**src/rtl/multicycle_control.sv**
```systemverilog
// Main sequencer for the multicycle MIPS datapath: fetch, decode, execute, memory, write-back.
// Moore outputs except the FETCH IR/PC loads, which follow the memory ready handshake.
module multicycle_control (
    input  logic       clk,
    input  logic       reset,
    input  logic [5:0] Opcode,
    input  logic       MemReady,
    output logic       PCWrite,
    output logic       PCWriteCond,
    output logic       IorD,
    output logic       MemRead,
    output logic       MemWrite,
    output logic       IRWrite,
    output logic       MemtoReg,
    output logic       RegDst,
    output logic       RegWrite,
    output logic       ALUSrcA,
    output logic [1:0] ALUSrcB,
    output logic [1:0] ALU_op,
    output logic [1:0] PCSource,
    output logic       IllegalOp,
    output logic [3:0] State
);

    typedef enum logic [3:0] {
        FETCH     = 4'd0,
        DECODE    = 4'd1,
        MEM_ADDR  = 4'd2,
        MEM_READ  = 4'd3,
        MEM_WB    = 4'd4,
        MEM_WRITE = 4'd5,
        EXECUTE   = 4'd6,
        R_WB      = 4'd7,
        BRANCH    = 4'd8,
        JUMP      = 4'd9,
        ADDI_EXEC = 4'd10,
        ADDI_WB   = 4'd11,
        ILLEGAL   = 4'd12
    } state_t;

    localparam logic [5:0] OP_RTYPE = 6'b000000;
    localparam logic [5:0] OP_LW    = 6'b100011;
    localparam logic [5:0] OP_SW    = 6'b101011;
    localparam logic [5:0] OP_BEQ   = 6'b000100;
    localparam logic [5:0] OP_J     = 6'b000010;
    localparam logic [5:0] OP_ADDI  = 6'b001000;

    state_t state;
    state_t next_state;
    state_t out_state;
    logic   illegal_flag;

    always_ff @(posedge clk) begin
        if (reset) begin
            state        <= FETCH;
            illegal_flag <= 1'b0;
        end else begin
            state <= next_state;
            if (next_state == ILLEGAL) begin
                illegal_flag <= 1'b1;
            end
        end
    end

    always_comb begin
        next_state = FETCH;
        case (state)
            FETCH:     next_state = MemReady ? DECODE : FETCH;
            DECODE: begin
                case (Opcode)
                    OP_RTYPE:      next_state = EXECUTE;
                    OP_LW, OP_SW:  next_state = MEM_ADDR;
                    OP_BEQ:        next_state = BRANCH;
                    OP_J:          next_state = JUMP;
                    OP_ADDI:       next_state = ADDI_EXEC;
                    default:       next_state = ILLEGAL;
                endcase
            end
            MEM_ADDR:  next_state = (Opcode == OP_LW) ? MEM_READ : MEM_WRITE;
            MEM_READ:  next_state = MemReady ? MEM_WB : MEM_READ;
            MEM_WRITE: next_state = MemReady ? FETCH : MEM_WRITE;
            EXECUTE:   next_state = R_WB;
            ADDI_EXEC: next_state = ADDI_WB;
            MEM_WB,
            R_WB,
            ADDI_WB,
            BRANCH,
            JUMP,
            ILLEGAL:   next_state = FETCH;
            default:   next_state = FETCH;
        endcase
    end

    // While reset is held the datapath sees FETCH controls, so an interrupted
    // memory write or register write cannot leak out during the reset cycle.
    assign out_state = reset ? FETCH : state;

    always_comb begin
        PCWrite     = 1'b0;
        PCWriteCond = 1'b0;
        IorD        = 1'b0;
        MemRead     = 1'b0;
        MemWrite    = 1'b0;
        IRWrite     = 1'b0;
        MemtoReg    = 1'b0;
        RegDst      = 1'b0;
        RegWrite    = 1'b0;
        ALUSrcA     = 1'b0;
        ALUSrcB     = 2'b00;
        ALU_op      = 2'b00;
        PCSource    = 2'b00;
        case (out_state)
            FETCH: begin
                MemRead = 1'b1;
                ALUSrcB = 2'b01;
                IRWrite = MemReady;
                PCWrite = MemReady;
            end
            DECODE: begin
                ALUSrcB = 2'b11;
            end
            MEM_ADDR, ADDI_EXEC: begin
                ALUSrcA = 1'b1;
                ALUSrcB = 2'b10;
            end
            MEM_READ: begin
                MemRead = 1'b1;
                IorD    = 1'b1;
            end
            MEM_WRITE: begin
                MemWrite = 1'b1;
                IorD     = 1'b1;
            end
            MEM_WB: begin
                RegWrite = 1'b1;
                MemtoReg = 1'b1;
            end
            EXECUTE: begin
                ALUSrcA = 1'b1;
                ALU_op  = 2'b10;
            end
            R_WB: begin
                RegWrite = 1'b1;
                RegDst   = 1'b1;
            end
            ADDI_WB: begin
                RegWrite = 1'b1;
            end
            BRANCH: begin
                ALUSrcA     = 1'b1;
                ALU_op      = 2'b01;
                PCWriteCond = 1'b1;
                PCSource    = 2'b01;
            end
            JUMP: begin
                PCWrite  = 1'b1;
                PCSource = 2'b10;
            end
            default: ;
        endcase
    end

    assign IllegalOp = illegal_flag;
    assign State     = state;

endmodule
```
**config.mk**
```make
export PLATFORM = sky130hd
export DESIGN_NAME = multicycle_control
export DESIGN_NICKNAME = d
export VERILOG_FILES = /design/src/rtl/multicycle_control.sv
export SDC_FILE = /design/constraint.sdc
export NUM_CORES = 1
export LEC_CHECK = 0
export ABC_CLOCK_PERIOD_IN_PS = 3000
export CORE_MARGIN = 4
export CORE_UTILIZATION = 35
export DETAILED_ROUTE_END_ITERATION = 8
export PLACE_DENSITY = 0.81
export SLEW_MARGIN = 20
export SYNTH_ARGS = -nofsm -noshare
export SYNTH_HDL_FRONTEND = slang
export SYNTH_SLANG_ARGS = --single-unit
```
**constraint.sdc**
```tcl
create_clock -name clk -period 3 [get_ports clk]
set_input_delay 0.9 -clock clk [delete_from_list [all_inputs] [get_ports clk]]
set_output_delay 0.9 -clock clk [all_outputs]
set_load 0.1 [all_outputs]
```
======== Yosys cells after proc, flatten, opt, wreduce, memory -nomap -nowiden ========
Cells that the tools add are included.
Widths: inputs -> output; s select.
cells by class
  muxes and demuxes ....................... 20
  bitwise gates (word level) .............. 0
  magnitude comparators ................... 0
  shift operators ......................... 0
  multiply operators ...................... 0
  add/sub/neg operators ................... 0
  reduce and logical (&&, ||, !) cells .... 9
  equality and inequality tests ........... 23
  div/mod/pow operators ................... 0
operators with widths
  kind                count
  $pmux 4 s7          1
  $eq 4x3->1 const B  6
  $eq 4x4->1 const B  6
  $pmux 4 s5          1
  $eq 4x2->1 const B  4
  $eq 6x6->1 const B  2
  $mux 1              10
  $mux 3              3
  $eq 4x1->1 const B  2
  $logic_not 4->1     2
  $pmux 2 s2          2
  $reduce_or 2->1     4
  $eq 6x2->1 const B  1
  $eq 6x3->1 const B  1
  $eq 6x4->1 const B  1
  $logic_not 6->1     1
  $pmux 2 s3          1
  $mux 4              1
  $reduce_or 4->1     1
  $reduce_or 3->1     1
  $pmux 1 s2          1
word-level totals
  memories kept ........................... 0
  flip-flop bits (word level) ............. 5
  output and inout bits ................... 21
  logic and storage cells ................. 54
  latch bits .............................. 0
  bits in writable memories ............... 0
  bits in read-only memories .............. 0

======== Longest topological paths before layout ========
Gate-level depths: netlist (run 1).
  depth in word-level cells ............... 5
  gate-level depth with buffers ........... 6

======== Least setup slack after synthesis (run 1) ========
No wires, ideal clock.
  path kind ............................... register to output
  start ................................... register state[3], in the netlist State[3]
  end ..................................... output ALUSrcA
  setup slack ............................. -4.051 ns
  arrival ................................. 6.151 ns
  stages on the path, launching flop included .. 4
  data required time ...................... 2.100 ns
  buffers on the path ..................... 1
  path through ............................ dfxtp_1 clkbuf_1 nor2_1 a2111oi_0
on the way
  cells in the longest elaborated chain, start to end .. 4
  elaborated cells on any way between the ends .. 7
ends and longest elaborated chain
  item                                  RTL line  text
  start: declaration                    48        state_t state;
  start signal: assignment              58        state <= next_state;
  $mux 4 (*)                            96        assign out_state = reset ? FETCH : state;
  $eq 4x4->1 (tied with other cells)    112       case (out_state)
  $reduce_or 4->1 (no source line) (*)  --
  $mux 1 (*)                            112
  end: declaration                      17        output logic ALUSrcA,
Every way passes the cells marked *; elsewhere a longest branch is shown, timed or not.

======== Worst setup path in the final report (run 1) ========
  start ................................... input reset
  end ..................................... output PCWrite
on the way
  cells in the longest elaborated chain, start to end .. 3
  elaborated cells on any way between the ends .. 4
ends and longest elaborated chain
  item                                                  RTL line  text
  start: declaration                                    5         input logic reset,
  $mux 4 (*)                                            96
  $eq 4x4->1 / $logic_not 4->1 (equally long branches)  112
  $pmux 1 s2 (*)                                        112
  end: declaration                                      8         output logic PCWrite,
Marks and branches as above.

==> results.md, run 1 <==
- Final core occ: 74.0%
- Final Hold Viols: 0
- Root buffer cell: clkbuf_4
- Mapped Area: 639 sq um
- Cts bufs inserted: 3
- P_leak: just under 0.5 nW
- Number of clock sinks: 5
- Largest net degree at the start of global routing: 24
- Antenna violations before repair: 0
- Port-buffer cells: 29
- RSZ-0062 raised after global routing: no
- Via density: 5.51
- Syn nets: 99
- Total grt overflow: 0
- Diodes inserted: 0
- Vias in the first global route: 753
- Syn_area_per_cell: 7.10 sq um
- Status: completed
- Hold_ws: a little under 600 ps
- DRC: 0
- Multi-input gate area: between 600 and 700 sq um
- Final period util: a little over nine tenths
- Required @ worst endpoint: 2100 ps
- Filler Cell Count: 139
- Core area: 1730 sq um
- Drt pass-1 iters: 4
- Share of cells above drive strength 1: a little under half
- Fin. max-slew vios: 0
- Top-Level Pins: 30
- Vias: 804
- Clock-pin slew on the worst setup and hold paths: 40 ps
- Max_cap viols: 0
- Max Buffers Root-to-Sink: 2
- Hold crit path type: reg2reg
- Average wire per standard cell: 14.6 microns
- Final Instance Count excl. Fillers: 146
- Tmin final: ~2900 ps
- Die height: 50.7 microns
- Initial core utilization: 37.0%
- Crit start category: input port
- Die area: 2570 sq um
- Worst-path maximum fanout: 4
- Clock skew: between 2 and 3 ps
- DPL Wire Length: 1690 microns
- Layout net count: roughly 130
- Netlist cell types: 39
- Total power: about 0.44 mW
- Tot GR Track Use: 18.9%
- Slew margin rel.: 63.8%
- CP Class: in2out
- CTS resizes: 1
- Synthesized flop and latch total: 5
- YS warnings: 0
- Setup TNS: 0 ps
- Synth Flop Type: dfxtp_1
- Design area: 1280 sq um
- Post-synth ARST share: 0%
- Peak VDD IR: between 0.2 and 0.3 mV
- Worst setup EP type: output pin
- Worst-Margin Slew: 543 ps
- Area delta synth->final: 99.8%
- Setup violators final: 0
- First-pass GRT wire length: 3670 microns
- EDFF count, synth: 0
- Final ANT Viol Nets: 0
- CTS tree: yes
- Placed instance count: 142
- Register area share after synthesis: 15.7%
- Cells after Synth: 90
- Initial DRC count: 6
- CP arrival: 1970 ps
- H-tree Lvls: 1
- Final worst slack: 133 ps
- Rows: 15
- Max Clock Freq: 349 MHz
- Placed cell areas: 1250 sq um
- Worst-skew pair later-pin latency: 240 ps
- Detailed Route WL: approximately 2100 microns
- Width of the die: 50.7 microns
- CTS Hold Bufs: 0
- Setup Fix Bufs, Post-CTS: 0
- FF/Latch Area: 115 sq um
- PD cells: 347 nW/um^2
- Final GP Congestion: 0.822
- Pre-CTS setup slack: -83.4 ps
==> where the power goes <==
| part | total (mW) | switching [mW] | internal (mW) |
|---|---|---|---|
| registers | 0.0976 | 0.0269 | 0.0707 |
| logic | 0.270 | 0.172 | 0.0974 |
| clock network | 0.0756 | 0.0254 | 0.0501 |
==> final cells by class <==
class | instances | share of cell area [%]
tap | 25 | 2.45
clock buffer | 4 | 2.06
sequential | 5 | 9.01
inverter | 3 | 0.881
timing repair buffer | 36 | 38.3
multi-input combinational | 73 | 47.3
==> path summary, 6_finish.rpt <==
path                             from                endpoint  slack (ps)  depth (start not counted)
setup / recovery                reset                 PCWrite         130                          5
hold / removal    State[1]$_SDFF_PP0_     State[1]$_SDFF_PP0_         590                          2
setup reg to reg  State[0]$_SDFF_PP0_  IllegalOp$_SDFFE_PP0N_        1320                          5
hold reg to reg   State[1]$_SDFF_PP0_     State[1]$_SDFF_PP0_         590                          2
==> synthesized netlist by cell type (all sizes together), types with 3 or more instances <==
master	instances	share of area (%)
dfxtp	5	16
a2111oi	4	10
nor4	4	3.9
buf	6	5.1
nand2b	3	2.9
clkbuf	3	1.8
nor2b	5	4.9
nand2	5	2.9
inv	3	1.8
and3	3	3.7
nor3	8	6.3
nor2	12	7.0
a21oi	5	3.9
==> per-layer routing <==
| metal | global-route usage [%] | share of wire, % | vias up |
|---|---|---|---|
| met2 | 31.5 | 51 | 25 |
| met5 | 0 | 0 | - |
| met1 | 23.6 | 45 | 385 |
| met4 | 8.07 | 0.094 | 0 |
| li1 | - | - | 392 |
| met3 | 3.56 | 4.0 | 2 |
==> worst max-delay path, cell delays in order <==
cell	delay, ps
dlygate4sd2_1	280
buf_4	180
o21a_1	210
or2_4	240
buf_12	160
==> registers in the layout, summed over array words and instances (netlist names) <==
name / count
State: 4
IllegalOp: 1
==> logic make-up after synthesis <==
logic type	share of synthesized area, %
AOI/OAI and AO/OA	31.9
buffers and inverters	8.61
and+or+nand+nor	41.1
xor gates and xnor gates	2.74
DFF	15.7
==> cell usage in the layout (no fill, tap or decap), types with 2 or more instances in the layout <==
| cell | instances |
|---|---|
| buf_12 | 16 |
| buf_4 | 12 |
| nor2_1 | 10 |
| clkdlybuf4s50_1 | 7 |
| nor2b_1 | 5 |
| a21oi_1 | 5 |
| dfxtp_4 | 4 |
| nand2_1 | 4 |
| nor3_1 | 4 |
| nor4_1 | 3 |
| nor3_4 | 3 |
| nand2b_1 | 3 |
| clkbuf_4 | 3 |
| inv_2 | 2 |
| and3_1 | 2 |
| a2111oi_4 | 2 |
| o21ai_0 | 2 |
| a2111oi_2 | 2 |
| nor3b_1 | 2 |
| o22ai_1 | 2 |
Power figures use the tool's default switching activity.
==> inputs of run 2 (changes only) <==
--- a/config.mk
+++ b/config.mk
@@ -5,11 +5,12 @@
 export SDC_FILE = /design/constraint.sdc
 export NUM_CORES = 1
 export LEC_CHECK = 0
+export ABC_AREA = 1
 export ABC_CLOCK_PERIOD_IN_PS = 3000
 export CORE_MARGIN = 4
 export CORE_UTILIZATION = 35
 export DETAILED_ROUTE_END_ITERATION = 8
-export PLACE_DENSITY = 0.81
+export PLACE_DENSITY = 0.84
 export SLEW_MARGIN = 20
 export SYNTH_ARGS = -nofsm -noshare
 export SYNTH_HDL_FRONTEND = slang
==> run 2 against run 1 <==
Effect of this change: setup slack improved by 49 ps; synthesized cell count is 16% higher; sequential share of layout area is 0.38 points lower; combinational power down 21%; sequential power down 22%; clock skew about the same; design area shrank 2.4%; register-to-register slack improved by 400 ps; first-iteration DRC count grew to 3.2 times the previous value; global-route usage down 1.3 points; critical path type unchanged; largest power group unchanged.
==> results.md, run 2 <==
- Status: completed (unchanged)
- Worst-Margin Slew: 282 ps (was 543 ps)
- Antenna violations before repair: 0 (unchanged)
- P_leak: 0.571 nW (was 0.486 nW)
- Worst R2R Setup Slack: 1720 ps (was 1320 ps)
- Number of clock sinks: 5 (unchanged)
- Final ANT Viol Nets: 0 (unchanged)
- Root buffer cell: clkbuf_4 (unchanged)
- Final core occ: 81.9% (was 74.0%)
- Setup Fix Bufs, Post-CTS: 0 (unchanged)
- DRC: 0 (unchanged)
- Detailed Route WL: 1810 microns (was 2130 microns)
- FF/Latch Area: 108 sq um (was 115 sq um)
- Switching power: 0.177 mW (was 0.225 mW)
- CP arrival: 1920 ps (was 1970 ps)
- Vias: 806 (was 804)
- Crit start category: input port (unchanged)
- Port-buffer cells: 29 (unchanged)
- Filler Cell Count: 95 (was 139)
- Design area: 1250 sq um (was 1280 sq um)
- Peak VDD IR: 0.309 mV (was 0.269 mV)
- CP Class: in2out (unchanged)
- Reg2Reg Capture Point: IllegalOp$_SDFFE_PP0N_ (unchanged)
- Worst-skew pair later-pin latency: 240 ps (about the same)
- Setup crit end: PCSource[0] (was PCWrite)
- Largest area contributor in the netlist: dfxtp_1 (unchanged)
- CTS tree: yes (unchanged)
- Largest net degree at the start of global routing: 8 (was 24)
- Hold depth: 2 (unchanged)
- Most common cell in the netlist: nor2_1 (unchanged)
- Most common cell after layout, fill and taps aside: buf_12 (unchanged)
- Vias in the first global route: 731 (was 753)
- Slew margin rel.: 81.1% (was 63.8%)
- Required @ worst endpoint: 2100 ps (about the same)
- Final GP Congestion: 0.840 (was 0.822)
- Drt pass-1 iters: 4 (unchanged)
- Core area: 1520 sq um (was 1730 sq um)
- First-pass GRT wire length: 2900 microns (was 3670 microns)
- Initial core utilization: 37.3% (was 37.0%)
- Power share of the sequential group: 20.7% (was 22.0%)
- Setup violators final: 0 (unchanged)
- Tmin final: 2820 ps (was 2870 ps)
- Combinational power share: 57.7% (was 60.9%)
- Area delta synth->final: 120% (was 99.8%)
- Pre-CTS setup slack: -95.6 ps (was -83.4 ps)
- Hold crit path type: reg2reg (unchanged)
- RSZ-0062 raised after global routing: no (unchanged)
- Register area share after synthesis: 17.6% (was 15.7%)
- Average wire per standard cell: 11.3 microns (was 14.6 microns)
- H-tree Lvls: 1 (unchanged)
- Met1 WL: 686 microns (was 951 microns)
- Width of the die: 48.3 microns (was 50.7 microns)
- Number of flip-flops in the largest register: 4 (unchanged)
- Clock skew: 3.39 ps (was 2.91 ps)
- YS warnings: 0 (unchanged)
- Share of cells above drive strength 1: 52.8% (was 47.1%)
- EDFF count, synth: 0 (unchanged)
- R2R depth: 8 (was 5)
- Top sig layer: met4 (unchanged)
- Clock power frac: 21.6% (was 17.1%)
- Clock-pin slew on the worst setup and hold paths: 40 ps (about the same)
- Max Buffers Root-to-Sink: 2 (unchanged)
- Die height: 48.3 microns (was 50.7 microns)
- Final worst slack: 181 ps (was 133 ps)
- Final period util: 94.0% (was 95.6%)
- Synth Flop Type: dfxtp_1 (unchanged)
- Rows: 14 (was 15)
- Most frequent cells in the layout: buf_12 (16), nand2_1 (15), inv_1 (14), buf_4 (14), nor2_1 (12) (was buf_12 (16), buf_4 (12), nor2_1 (10))
- Worst-path maximum fanout: 4 (unchanged)
- Final Hold Viols: 0 (unchanged)
- Tot GR Track Use: 17.7% (was 18.9%)
- Top post-synthesis cells by area: dfxtp_1 (18%), nor2_1 (15%), nand2_1 (13%), inv_1 (9.9%), nand3_1 (6.2%) (was dfxtp_1 (16%), nor2_1 (7.0%), nor3_1 (6.3%), nor2b_1 (4.9%), a2111oi_2 (4.7%))
- CTS Hold Bufs: 0 (unchanged)
- Met2 routed WL: 1030 microns (was 1090 microns)
- Die area: 2330 sq um (was 2570 sq um)
- Syn_area_per_cell: 5.46 sq um (was 7.10 sq um)
- Netlist cell types: 23 (was 39)
- Worst setup EP type: output pin (unchanged)
- Max Clock Freq: 355 MHz (was 349 MHz)
- Total grt overflow: 0 (unchanged)
- Layout net count: 154 (was 131)
- Post-synth ARST share: 0% (unchanged)
- RR Startpoint: State[1]$_SDFF_PP0_ (was State[0]$_SDFF_PP0_)
- Synthesized flop and latch total: 5 (unchanged)
- Initial DRC count: 19 (was 6)
- Fin. max-slew vios: 0 (unchanged)
- Multi-input gate area: 512 sq um (was 604 sq um)
- DPL Wire Length: 1590 microns (was 1690 microns)
- Post-synth top cells: nor2_1 (22), nand2_1 (20), inv_1 (15) (was nor2_1 (12), nor3_1 (8))
- PD cells: 294 nW/um^2 (was 347 nW/um^2)
- Syn nets: 113 (was 99)
- Via density: 5.04 (was 5.51)
- Diodes inserted: 0 (unchanged)
- Crit path launch: reset (unchanged)
- Placed cell areas: 1210 sq um (was 1250 sq um)
- Max_cap viols: 0 (unchanged)
- Cts bufs inserted: 3 (unchanged)
- Mapped Area: 568 sq um (was 639 sq um)
- Setup TNS: 0 ps (unchanged)
- Metal3 WL: 82 microns (was 85 microns)
- Sw Ratio: 48.3% (was 50.7%)
- Cells after Synth: 104 (was 90)
- Internal power: 0.190 mW (was 0.218 mW)
- Top cell type's share of synthesized area: 17.6% (was 15.7%)
- Top-Level Pins: 30 (unchanged)
[run 2: cell types whose count changed after synthesis, moves of 4 or more]
cell,change
nand3_1,+7
nor2b_1,-5
inv_1,+14
nand2_1,+15
nor2_2,+4
nor4_1,-4
nor3_1,-7
nor2_1,+10
buf_2,-4
[run 2: worst max-delay path, stage by stage]
cell and delay (ps):
dlygate4sd2_1 270, buf_4 160, nor2_4 90, inv_4 60, buf_4 130, nor2_2 120, buf_12 190
[run 2: worst min-delay path by stage]
stage / from / to / slack [ps]
5_1_grt: IllegalOp$_SDFFE_PP0N_ / IllegalOp$_SDFFE_PP0N_ / 510
3_5_place_dp: IllegalOp$_SDFFE_PP0N_ / IllegalOp$_SDFFE_PP0N_ / 460
6_report: IllegalOp$_SDFFE_PP0N_ / IllegalOp$_SDFFE_PP0N_ / 480
4_1_cts: IllegalOp$_SDFFE_PP0N_ / IllegalOp$_SDFFE_PP0N_ / 470
2_1_floorplan: State[3]$_SDFF_PP0_ / State[3]$_SDFF_PP0_ / 770
3_3_place_gp: IllegalOp$_SDFFE_PP0N_ / IllegalOp$_SDFFE_PP0N_ / 450
[run 2: per-stage QoR]
stage	total power, mW	instances	hold WS (ps)
floorplan	0.219	104	770
global placement	0.285	156	449
detailed placement	0.289	156	463
CTS	0.369	160	471
global route	0.382	160	509
finish	0.367	160	476
[run 2: cell families (layout without fill, tap and decap cells)]
| logic type | after synthesis | count (layout) | share of synthesized area [%] |
|---|---|---|---|
| AOI/OAI and AO/OA | 12 | 12 | 12.6 |
| buffers and inverters | 22 | 62 | 15.4 |
| DFF | 5 | 5 | 17.6 |
| and+or+nand+nor | 65 | 65 | 54.4 |
[run 2: final cells by class]
class,instances,share of cell area [%]
clock buffer,4,2.11
sequential,5,8.63
tap,16,1.60
multi-input combinational,77,41.0
inverter,20,6.22
timing repair buffer,38,40.4
[run 2: metal layers]
metal  up-vias  GRT usage, %
li1        411             -
met1       366          18.4
met2        27          35.2
met3         2          2.21
met4         0          5.91
met5         -             0
[run 2: power by group through the flow]
| stage | combinational [mW] | sequential [mW] | clock (mW) |
|---|---|---|---|
| 2_1_floorplan | 0.118 | 0.100 | 0 |
| 3_3_place_gp | 0.208 | 0.0769 | 0 |
| 3_5_place_dp | 0.212 | 0.0770 | 0 |
| 4_1_cts | 0.213 | 0.0759 | 0.0801 |
| 5_1_grt | 0.222 | 0.0765 | 0.0830 |
| 6_report | 0.212 | 0.0759 | 0.0792 |
[run 2: what timing repair did]
item                                   in CTS  in global routing
endpoints found under the hold margin       0                  0
setup endpoints to repair                  11                  0
gates resized for setup                     6                  0
==> inputs of run 3 (changes only) <==
--- a/config.mk
+++ b/config.mk
@@ -10,7 +10,7 @@
 export CORE_MARGIN = 4
 export CORE_UTILIZATION = 35
 export DETAILED_ROUTE_END_ITERATION = 8
-export PLACE_DENSITY = 0.84
+export PLACE_DENSITY = 0.75
 export SLEW_MARGIN = 20
 export SYNTH_ARGS = -nofsm -noshare
 export SYNTH_HDL_FRONTEND = slang
==> run 3 against run 2 <==
Effect of this change: non-clock buffer count is 1 lower; combinational power hardly changed; critical path depth stayed put; design area is 1.4% lower; via count is 1.9% lower; worst hold slack worse by 4.3 ps; first-iteration DRC count is 37% lower; die area stayed put; clock power is 0.8% higher; sequential share of layout area is 0.12 points higher; critical path type unchanged; critical endpoint is now MemRead.
==> results.md, run 3 (synthesis gave the netlist of run 2 again) <==
- Max_cap viols: 0 (unchanged)
- DRC: 0 (unchanged)
- Slew margin rel.: 80.4% (was 81.1%)
- Most frequent cells in the layout: nand2_1 (16), buf_12 (16), inv_1 (14), nor2_1 (14), buf_4 (13) (was buf_12 (16), nand2_1 (15), inv_1 (14), buf_4 (14), nor2_1 (12))
- Number of flip-flops in the largest register: 4 (unchanged)
- Vias in the first global route: 782 (was 731)
- Setup violators final: 0 (unchanged)
- Initial core utilization: 37.3% (unchanged)
- Top-Level Pins: 30 (unchanged)
- Area delta synth->final: 117% (was 120%)
- Rows: 14 (unchanged)
- Vias: 791 (was 806)
- Tmin final: 2840 ps (was 2820 ps)
- Diodes inserted: 0 (unchanged)
- Largest net degree at the start of global routing: 8 (unchanged)
- Final worst slack: 158 ps (was 181 ps)
- CTS tree: yes (unchanged)
- Worst-skew pair later-pin latency: 240 ps (about the same)
- CTS Hold Bufs: 0 (unchanged)
- Port-buffer cells: 29 (unchanged)
- Worst R2R Setup Slack: 1740 ps (was 1720 ps)
- Antenna violations before repair: 0 (unchanged)
- PD cells: 297 nW/um^2 (was 294 nW/um^2)
- Final period util: 94.7% (was 94.0%)
- Root buffer cell: clkbuf_4 (unchanged)
- DPL Wire Length: 1670 microns (was 1590 microns)
- Core area: 1520 sq um (unchanged)
- Max Clock Freq: 352 MHz (was 355 MHz)
- First-pass GRT wire length: 3110 microns (was 2900 microns)
- Clock skew: 2.43 ps (was 3.39 ps)
- Die height: 48.3 microns (unchanged)
- Setup Fix Bufs, Post-CTS: 0 (unchanged)
- Hold crit path type: reg2reg (unchanged)
- Worst-Margin Slew: 294 ps (was 282 ps)
- Via density: 4.97 (was 5.04)
- Design area: 1230 sq um (was 1250 sq um)
- Drt pass-1 iters: 4 (unchanged)
- Worst-path maximum fanout: 4 (unchanged)
- Worst setup EP type: output pin (unchanged)
- Clock-pin slew on the worst setup and hold paths: 40 ps (about the same)
- Crit start category: input port (unchanged)
- CP arrival: 1940 ps (was 1920 ps)
- Tot GR Track Use: 19.0% (was 17.7%)
- Max Buffers Root-to-Sink: 2 (unchanged)
- Cts bufs inserted: 3 (unchanged)
- Final Hold Viols: 0 (unchanged)
- H-tree Lvls: 1 (unchanged)
- P_leak: 0.565 nW (was 0.571 nW)
- CP Class: in2out (unchanged)
- RSZ-0062 raised after global routing: no (unchanged)
- Required @ worst endpoint: 2100 ps (about the same)
- Share of cells above drive strength 1: 50.3% (was 52.8%)
- Layout net count: 153 (was 154)
- Status: completed (unchanged)
- Detailed Route WL: 1840 microns (was 1810 microns)
- Final GP Congestion: 0.801 (was 0.840)
- Number of clock sinks: 5 (unchanged)
- R2R depth: 8 (unchanged)
- Die area: 2330 sq um (unchanged)
- Initial DRC count: 12 (was 19)
- Hold_ws: 472 ps (was 476 ps)
- CTS resizes: 2 (was 6)
- Fin. max-slew vios: 0 (unchanged)
- Average wire per standard cell: 11.6 microns (was 11.3 microns)
- Total grt overflow: 0 (unchanged)
- Final ANT Viol Nets: 0 (unchanged)
- Width of the die: 48.3 microns (unchanged)
- Peak VDD IR: 0.254 mV (was 0.309 mV)
- Pre-CTS setup slack: -81.9 ps (was -95.6 ps)
- Hold depth: 2 (unchanged)
- Placed cell areas: 1200 sq um (was 1210 sq um)
[run 3: worst paths after layout]
| kind | from | end |
|---|---|---|
| worst min-delay path | IllegalOp$_SDFFE_PP0N_ | IllegalOp$_SDFFE_PP0N_ |
| worst min register to register | IllegalOp$_SDFFE_PP0N_ | IllegalOp$_SDFFE_PP0N_ |
| worst max register to register | State[1]$_SDFF_PP0_ | State[0]$_SDFF_PP0_ |
| worst max-delay path | reset | MemRead |
[run 3: worst max-delay path, cell delays in order]
cell and delay (ps):
dlygate4sd2_1 270, nor2_1 140, inv_1 70, nor2_1 180
nand2_2 110, nand2_2 100, buf_12 170
[run 3: power by group]
group / switching [mW] / total (mW) / internal, mW
logic: 0.141 / 0.209 / 0.0680
registers: 0.00574 / 0.0759 / 0.0702
clock network: 0.0294 / 0.0798 / 0.0504
[run 3: stage by stage]
stage                     power (mW)  TNS, ps  std cells  utilization [%]
after floorplan                0.219     -166        104                -
after global placement         0.284     -323        155             78.9
after detailed placement       0.287     -495        155             78.9
after CTS                      0.368        0        159             80.7
after global routing           0.386        0        159             80.7
final                          0.365        0        159             80.7
[run 3: layout make-up]
type	instances	area, sq um
multi-input combinational	77	504
timing repair buffer	37	497
tap	16	20.0
clock buffer	4	26.3
sequential	5	108
fill	103	294
inverter	20	75.1
[run 3: routing by layer]
metal | GRT usage (%) | part of all wire (%)
met5 | 0 | 0
met4 | 7.53 | 1.1
met3 | 2.95 | 5.0
met2 | 35.2 | 55
met1 | 21.1 | 39
